## src/rtl/hash_pkg.sv

```systemverilog
// rtl/hash_pkg.sv - constants, FSM encoding and word helpers for the iterative round hash
package hash_pkg;

    localparam int MAX_W = 64;
    typedef logic [MAX_W-1:0] word_t;

    typedef enum logic [1:0] {
        S_IDLE,
        S_LOAD,
        S_ROUND,
        S_DONE
    } state_t;

    // Stored 32 bits wide; each core truncates (or zero-extends) to its WORD_W.
    localparam logic [31:0] IV32 [4] = '{
        32'h6a09e667, 32'hbb67ae85, 32'h3c6ef372, 32'ha54ff53a
    };

    localparam logic [31:0] K32 [16] = '{
        32'h428a2f98, 32'h71374491, 32'hb5c0fbcf, 32'he9b5dba5,
        32'h3956c25b, 32'h59f111f1, 32'h923f82a4, 32'hab1c5ed5,
        32'hd807aa98, 32'h12835b01, 32'h243185be, 32'h550c7dc3,
        32'h72be5d74, 32'h80deb1fe, 32'h9bdc06a7, 32'hc19bf174
    };

    function automatic word_t wmask(input int w);
        return (w >= MAX_W) ? '1 : ((word_t'(1) << w) - word_t'(1));
    endfunction

    function automatic word_t rotl(input word_t x, input int n, input int w);
        word_t xm;
        xm = x & wmask(w);
        return ((xm << n) | (xm >> (w - n))) & wmask(w);
    endfunction

    function automatic word_t sig(input word_t x, input int w);
        return (rotl(x, 2, w) ^ rotl(x, 7, w) ^ ((x & wmask(w)) >> 3)) & wmask(w);
    endfunction

    function automatic word_t s0(input word_t x, input int w);
        return (rotl(x, 5, w) + rotl(x, 11, w)) & wmask(w);
    endfunction

    function automatic word_t s1(input word_t x, input int w);
        return (rotl(x, 2, w) + rotl(x, 7, w)) & wmask(w);
    endfunction

endpackage

```

## src/rtl/hash_round_step.sv

```systemverilog
// rtl/hash_round_step.sv - one combinational compression round
module hash_round_step
    import hash_pkg::*;
#(
    parameter int WORD_W = 16
) (
    input  logic [WORD_W-1:0] a,
    input  logic [WORD_W-1:0] b,
    input  logic [WORD_W-1:0] c,
    input  logic [WORD_W-1:0] d,
    input  logic [WORD_W-1:0] k,
    input  logic [WORD_W-1:0] w,
    output logic [WORD_W-1:0] a_nxt,
    output logic [WORD_W-1:0] b_nxt,
    output logic [WORD_W-1:0] c_nxt,
    output logic [WORD_W-1:0] d_nxt
);

    logic [WORD_W-1:0] ch;
    logic [WORD_W-1:0] maj;
    logic [WORD_W-1:0] t1;
    logic [WORD_W-1:0] t2;

    assign ch  = (b & c) | (~b & d);
    assign maj = (a & b) | (b & c) | (c & a);
    assign t1  = WORD_W'(s1(word_t'(c), WORD_W)) ^ ch ^ (d & k) ^ w;
    assign t2  = maj | WORD_W'(s0(word_t'(a), WORD_W));

    assign a_nxt = t1 + t2;
    assign b_nxt = a;
    assign c_nxt = b;
    assign d_nxt = c + t1;

endmodule

```

## src/rtl/hash_iter_core.sv

```systemverilog
// rtl/hash_iter_core.sv - iterative round hash core, one round per clock; HASH_FEEDFWD_EN adds IV to the digest
module hash_iter_core
    import hash_pkg::*;
#(
    parameter int WORD_W    = 16,
    parameter int MSG_BYTES = 6,
    parameter int ROUNDS    = 8
) (
    input  logic                   clk,
    input  logic                   rst,
    input  logic                   in_valid,
    output logic                   in_ready,
    input  logic [8*MSG_BYTES-1:0] in_data,
    output logic                   out_valid,
    input  logic                   out_ready,
    output logic [4*WORD_W-1:0]    out_digest,
    output logic                   busy
);

    localparam int NM = MSG_BYTES * 8 / WORD_W;
    localparam int RW = 5;
    localparam logic [WORD_W-1:0] IV0 = WORD_W'(IV32[0]);
    localparam logic [WORD_W-1:0] IV1 = WORD_W'(IV32[1]);
    localparam logic [WORD_W-1:0] IV2 = WORD_W'(IV32[2]);
    localparam logic [WORD_W-1:0] IV3 = WORD_W'(IV32[3]);

    state_t                 state;
    state_t                 state_nxt;
    logic                   alive;
    logic [8*MSG_BYTES-1:0] msg;
    logic [WORD_W-1:0]      cnt;
    logic [WORD_W-1:0]      cnt_nxt;
    logic [WORD_W-1:0]      a, b, c, d;
    logic [WORD_W-1:0]      a_n, b_n, c_n, d_n;
    logic [WORD_W-1:0]      w1, w2, w3;
    logic [WORD_W-1:0]      w_msg;
    logic [WORD_W-1:0]      w_cur;
    logic [WORD_W-1:0]      k_cur;
    logic [RW-1:0]          rnd;
    logic [4*WORD_W-1:0]    digest_q;
    logic                   last_round;

    assign last_round = (rnd == RW'(ROUNDS - 1));
    assign k_cur      = WORD_W'(K32[rnd[3:0]]);
    assign out_digest = digest_q;

    always_ff @(posedge clk or posedge rst) begin
        if (rst) begin
            state <= S_IDLE;
        end else begin
            state <= state_nxt;
        end
    end

    always_comb begin
        state_nxt = state;
        unique case (state)
            S_IDLE:  if (in_valid && in_ready) state_nxt = S_LOAD;
            S_LOAD:  state_nxt = S_ROUND;
            S_ROUND: if (last_round) state_nxt = S_DONE;
            S_DONE:  if (out_ready) state_nxt = S_IDLE;
            default: state_nxt = S_IDLE;
        endcase
    end

    // alive keeps in_ready low while reset is held, even though state already reads IDLE.
    always_comb begin
        in_ready  = 1'b0;
        out_valid = 1'b0;
        busy      = 1'b0;
        unique case (state)
            S_IDLE:          in_ready  = alive;
            S_LOAD, S_ROUND: busy      = 1'b1;
            S_DONE:          out_valid = 1'b1;
            default: ;
        endcase
    end

    always_comb begin
        cnt_nxt = '0;
        for (int i = 0; i < MSG_BYTES; i++) begin
            if (msg[8*i +: 8] != 8'h00) cnt_nxt = cnt_nxt + WORD_W'(1);
        end
    end

    // Message words first, then the nonzero-byte count, then the expanded schedule.
    always_comb begin
        w_msg = cnt;
        for (int i = 0; i < NM; i++) begin
            if (int'(rnd) == i) w_msg = msg[8*MSG_BYTES-1 - i*WORD_W -: WORD_W];
        end
        if (int'(rnd) <= NM) begin
            w_cur = w_msg;
        end else begin
            w_cur = WORD_W'(sig(word_t'(w3), WORD_W)) + w1;
        end
    end

    hash_round_step #(.WORD_W(WORD_W)) u_step (
        .a     (a),
        .b     (b),
        .c     (c),
        .d     (d),
        .k     (k_cur),
        .w     (w_cur),
        .a_nxt (a_n),
        .b_nxt (b_n),
        .c_nxt (c_n),
        .d_nxt (d_n)
    );

    always_ff @(posedge clk or posedge rst) begin
        if (rst) begin
            alive    <= 1'b0;
            msg      <= '0;
            cnt      <= '0;
            a        <= IV0;
            b        <= IV1;
            c        <= IV2;
            d        <= IV3;
            w1       <= '0;
            w2       <= '0;
            w3       <= '0;
            rnd      <= '0;
            digest_q <= '0;
        end else begin
            alive <= 1'b1;
            unique case (state)
                S_IDLE: begin
                    if (in_valid && in_ready) msg <= in_data;
                end
                S_LOAD: begin
                    cnt <= cnt_nxt;
                    a   <= IV0;
                    b   <= IV1;
                    c   <= IV2;
                    d   <= IV3;
                    w1  <= '0;
                    w2  <= '0;
                    w3  <= '0;
                    rnd <= '0;
                end
                S_ROUND: begin
                    a   <= a_n;
                    b   <= b_n;
                    c   <= c_n;
                    d   <= d_n;
                    w1  <= w_cur;
                    w2  <= w1;
                    w3  <= w2;
                    rnd <= rnd + RW'(1);
                    if (last_round) begin
`ifdef HASH_FEEDFWD_EN
                        digest_q <= {a_n + IV0, b_n + IV1, c_n + IV2, d_n + IV3};
`else
                        digest_q <= {a_n, b_n, c_n, d_n};
`endif
                    end
                end
                default: ;
            endcase
        end
    end

endmodule

```

## config.mk

```make
export PLATFORM = sky130hd
export DESIGN_NAME = hash_iter_core
export DESIGN_NICKNAME = d
export VERILOG_FILES = /design/src/rtl/hash_pkg.sv /design/src/rtl/hash_round_step.sv /design/src/rtl/hash_iter_core.sv
export SDC_FILE = /design/constraint.sdc
export NUM_CORES = 1
export LEC_CHECK = 0
export CAP_MARGIN = 0
export CORE_ASPECT_RATIO = 0.75
export CORE_UTILIZATION = 35
export CTS_BUF_LIST = sky130_fd_sc_hd__clkbuf_2
export DETAILED_ROUTE_END_ITERATION = 10
export GPL_TIMING_DRIVEN = 1
export PLACE_DENSITY = 0.56
export SLEW_MARGIN = 20
export SYNTH_ARGS = -nofsm -noshare
export SYNTH_HDL_FRONTEND = slang
export SYNTH_SLANG_ARGS = --single-unit
```

## constraint.sdc

```tcl
create_clock -name clk -period 11.8 [get_ports clk]
set_input_delay 1.77 -clock clk [delete_from_list [all_inputs] [get_ports clk]]
set_output_delay 1.77 -clock clk [all_outputs]
set_load 0.02 [all_outputs]
```

==> flow_metrics.py <==
metrics = {
    "place": {
        "gp_congestion": 0.9676,
        "io_buffers": 118,
        "place_hpwl_mm": 34.16,
        "dp.cells": 2065,
    },
    "setup_path": {
        "cp-end-kind": "flip-flop",
        "cp_num_buf_inv": 0,
        "path_class": "flip-flop to flip-flop",
        "crit_family": "simple AND/OR/NAND/NOR gates",
        "cp_max_fo": 34,
        "cp-start-kind": "flip-flop",
        "cp.required_ns": 12.64,
        "critPathMaxStageDelay_ns": 0.77,
        "cp_slowest_cell": "dfrtp_1",
        "path_cells": "nor3_2 -> nand2_1 -> mux2i_1 -> a21oi_1 -> o22ai_1 -> mux2i_1 -> xnor2_1 -> ha_1 -> a21oi_1 -> o21a_1 -> nor3_1 -> or4_1 -> nor4b_1 -> a211oi_1 -> a21oi_1 -> xnor2_1 -> xnor2_1 -> mux2_2",
        "crit_arrival_ns": 6.62,
    },
    "clocking": {
        "insertion_delay_ns": 1.02,
        "hold_buffers": 0,
        "ctsResizeCount": 0,
        "cts_setup_buffers": 0,
        "cts_tree": "done",
        "cts.sink_count": 238,
        "cts_buffers": 61,
        "clkTransAtPathRegs_ns": 0.10,
        "root_buffer": "clkbuf_2",
        "clockBufferDepth": 3,
        "h-tree-depth": 2,
    },
    "sta": {
        "drv_slew": 0,
        "max-slew-margin-rel": 0.3194,
        "finalSetupViolations": 0,
        "max_freq_mhz": 172.9,
        "rsz0062_at_grt": "no",
        "tightest_slew_ns": 1.021,
        "period_minus_slack_ns": 5.784,
        "fin_crit_sh": 0.4902,
        "setup_tns_ns": 0,
        "fin_worst_skew_ns": 0.1288,
        "hold_viol": 0,
    },
    "detailed_routing": {
        "ant_nets": 0,
        "totalWireLength_mm": 46.35,
        "routed_via_density": 5.477,
        "drc_errors": 0,
        "vias": 11910,
        "drtIter0Drc": 983,
        "firstDrtPassIters": 5,
        "wire_per_inst_um": 21.32,
    },
    "layout": {
        "syn_to_final_growth_pct": 15.60,
        "layout-drive-gt1-share": 0.1550,
        "fin_cells": 2174,
        "fillers": 3972,
        "final_util": 0.4109,
        "multi_input_area_sq_um": 8051,
        "area.sequential_sq_um": 6003,
        "layout_common_cells": "200 x dfrtp_1, 121 x nand2_1, 118 x clkdlybuf4s50_1, 116 x o21ai_0, 103 x a21oi_1",
        "final_nets": 1750,
        "final_common_cell": "dfrtp_1",
    },
    "floorplan": {
        "pin_count": 119,
        "dieWidth_um": 236.9,
        "start_util": 0.3555,
        "die_area_sq_um": 42220,
        "row_count": 64,
        "core_region_area_sq_um": 40760,
        "fp.dieH_um": 178.2,
    },
    "synth": {
        "synth_mux_area_frac": 0.08247,
        "ys_types": 72,
        "synth-warning-count": 0,
        "synth_area_sq_um": 14490,
        "synth_fa_ha_area_frac": 0.08722,
        "netlist_instances": 1473,
        "syn-num-nets": 1623,
        "synth_compound_area_frac": 0.1919,
        "async_flop_share": 1.000,
        "synth-simple-area-share": 0.1073,
        "yosys-top-cells-area": "dfrtp_1 35%, ha_1 8.0%, mux2_2 7.1%",
        "syn_avg_cell_area_sq_um": 9.836,
        "seq_area_frac_synth": 0.4143,
        "synth_top_family_by_area": "compound AO/OA/AOI/OAI gates",
        "ys_ff_latch": 238,
        "synth_xor_area_frac": 0.08497,
        "synth_top_area_cell": "dfrtp_1",
        "yosysTopAreaCellShare": 0.3454,
        "synth_edf_count": 0,
        "synth-main-ff-cell": "dfrtp_1",
    },
    "global_route": {
        "antenna_found_initial": 1,
        "grt_pass1_vias": 11160,
        "overflow": 0,
        "grt.total_usage": 0.2212,
        "grt_pass1_wl_mm": 70.01,
        "grt_max_degree": 118,
    },
    "min_path": {
        "hp-class": "flip-flop to flip-flop",
    },
    "status": {
        "status": "finished clean",
    },
    "run": {
        "drv_cap": 0,
    },
}
-- metal layers --
metal	track usage	share of wire
met1	0.3568	0.52
met2	0.2862	0.38
met3	0.05091	0.085
met4	0.05195	0.015
met5	0	0
-- cell usage after synthesis (10+ instances only) --
master and n:
dfrtp_1 200, nand2_1 122, o21ai_0 116, a21oi_1 103, xnor2_1 97, nor2_1 94, ha_1 93, mux2_2 91
clkbuf_1 54, inv_1 52, dfstp_2 38, xor2_1 38, nand3_1 36, o2bb2ai_1 36, a22o_1 25, a21o_1 22
nor3_1 21, a31oi_1 18, mux2i_1 17, nor4_1 14, o21a_1 12, o21bai_1 12, o211ai_1 11, o22a_1 11
a22oi_1 10
-- registers in the layout, summed over array words and instances, names as in the netlist --
| name | cells |
|---|---|
| msg | 48 |
| c | 16 |
| w1 | 16 |
| alive | 1 |
| a | 16 |
| b | 16 |
| cnt | 6 |
| state | 2 |
| w3 | 16 |
| w2 | 16 |
| out_digest | 64 |
| rnd | 5 |
| d | 16 |
-- worst reg2reg max path: stages (launching register included) --
cell      delay (ns)
dfrtp_1         0.77
nor3_2          0.55
nand2_1         0.34
mux2i_1         0.26
a21oi_1         0.11
o22ai_1         0.30
mux2i_1         0.19
xnor2_1         0.59
ha_1            0.35
a21oi_1         0.16
o21a_1          0.16
nor3_1          0.07
or4_1           0.50
nor4b_1         0.16
a211oi_1        0.39
a21oi_1         0.14
xnor2_1         0.16
xnor2_1         0.15
mux2_2          0.27
-- cells by family (layout without fill, tap and decap cells) --
family,after synthesis,count (layout)
AOI/OAI and AO/OA,429,429
and+or+nand+nor,341,341
DFF,238,238
xor gates and xnor gates,138,138
buffers and inverters,120,292
muxes,108,108
adders and majority gates,98,98
other,1,2
-- layout make-up --
class / instances / share of cell area
multi-input cells: 1115 / 0.4807
flip-flops and latches: 238 / 0.3584
diodes: 1 / 0.0001494
inverters: 56 / 0.01300
well taps: 528 / 0.03944
clock buffers: 91 / 0.02719
repair buffers: 128 / 0.07500
clock inverters: 17 / 0.006051
-- per-stage QoR --
stage	hold WS (ns)	setup slack, ns	instance area (sq um)
after floorplan	0.4547	3.561	14490
after global placement	0.4668	6.286	16180
after detailed placement	0.4715	6.146	16180
after CTS	0.4909	6.065	16740
after global routing	0.5104	5.583	16750
final	0.4866	6.016	16750
-- worst paths after layout --
path | endpoint | from | cells after the start | slack, ns
worst max-delay path | out_digest[15]$_DFFE_PP0P_ | rnd[3]$_DFFE_PP0P_ | 18 | 6.02
worst min-delay path | out_digest[32]$_DFFE_PP0P_ | out_digest[32]$_DFFE_PP0P_ | 2 | 0.49
worst max register to register | out_digest[15]$_DFFE_PP0P_ | rnd[3]$_DFFE_PP0P_ | 18 | 6.02
worst min register to register | out_digest[32]$_DFFE_PP0P_ | out_digest[32]$_DFFE_PP0P_ | 2 | 0.49
max in group asynchronous | out_digest[1]$_DFFE_PP0P_ | rst | 3 | 8.99
min in group asynchronous | rnd[3]$_DFFE_PP0P_ | rst | 2 | 1.38
Power is not shown: default switching activity piles up to over one toggle a cycle in this logic, so the estimate is an artifact.
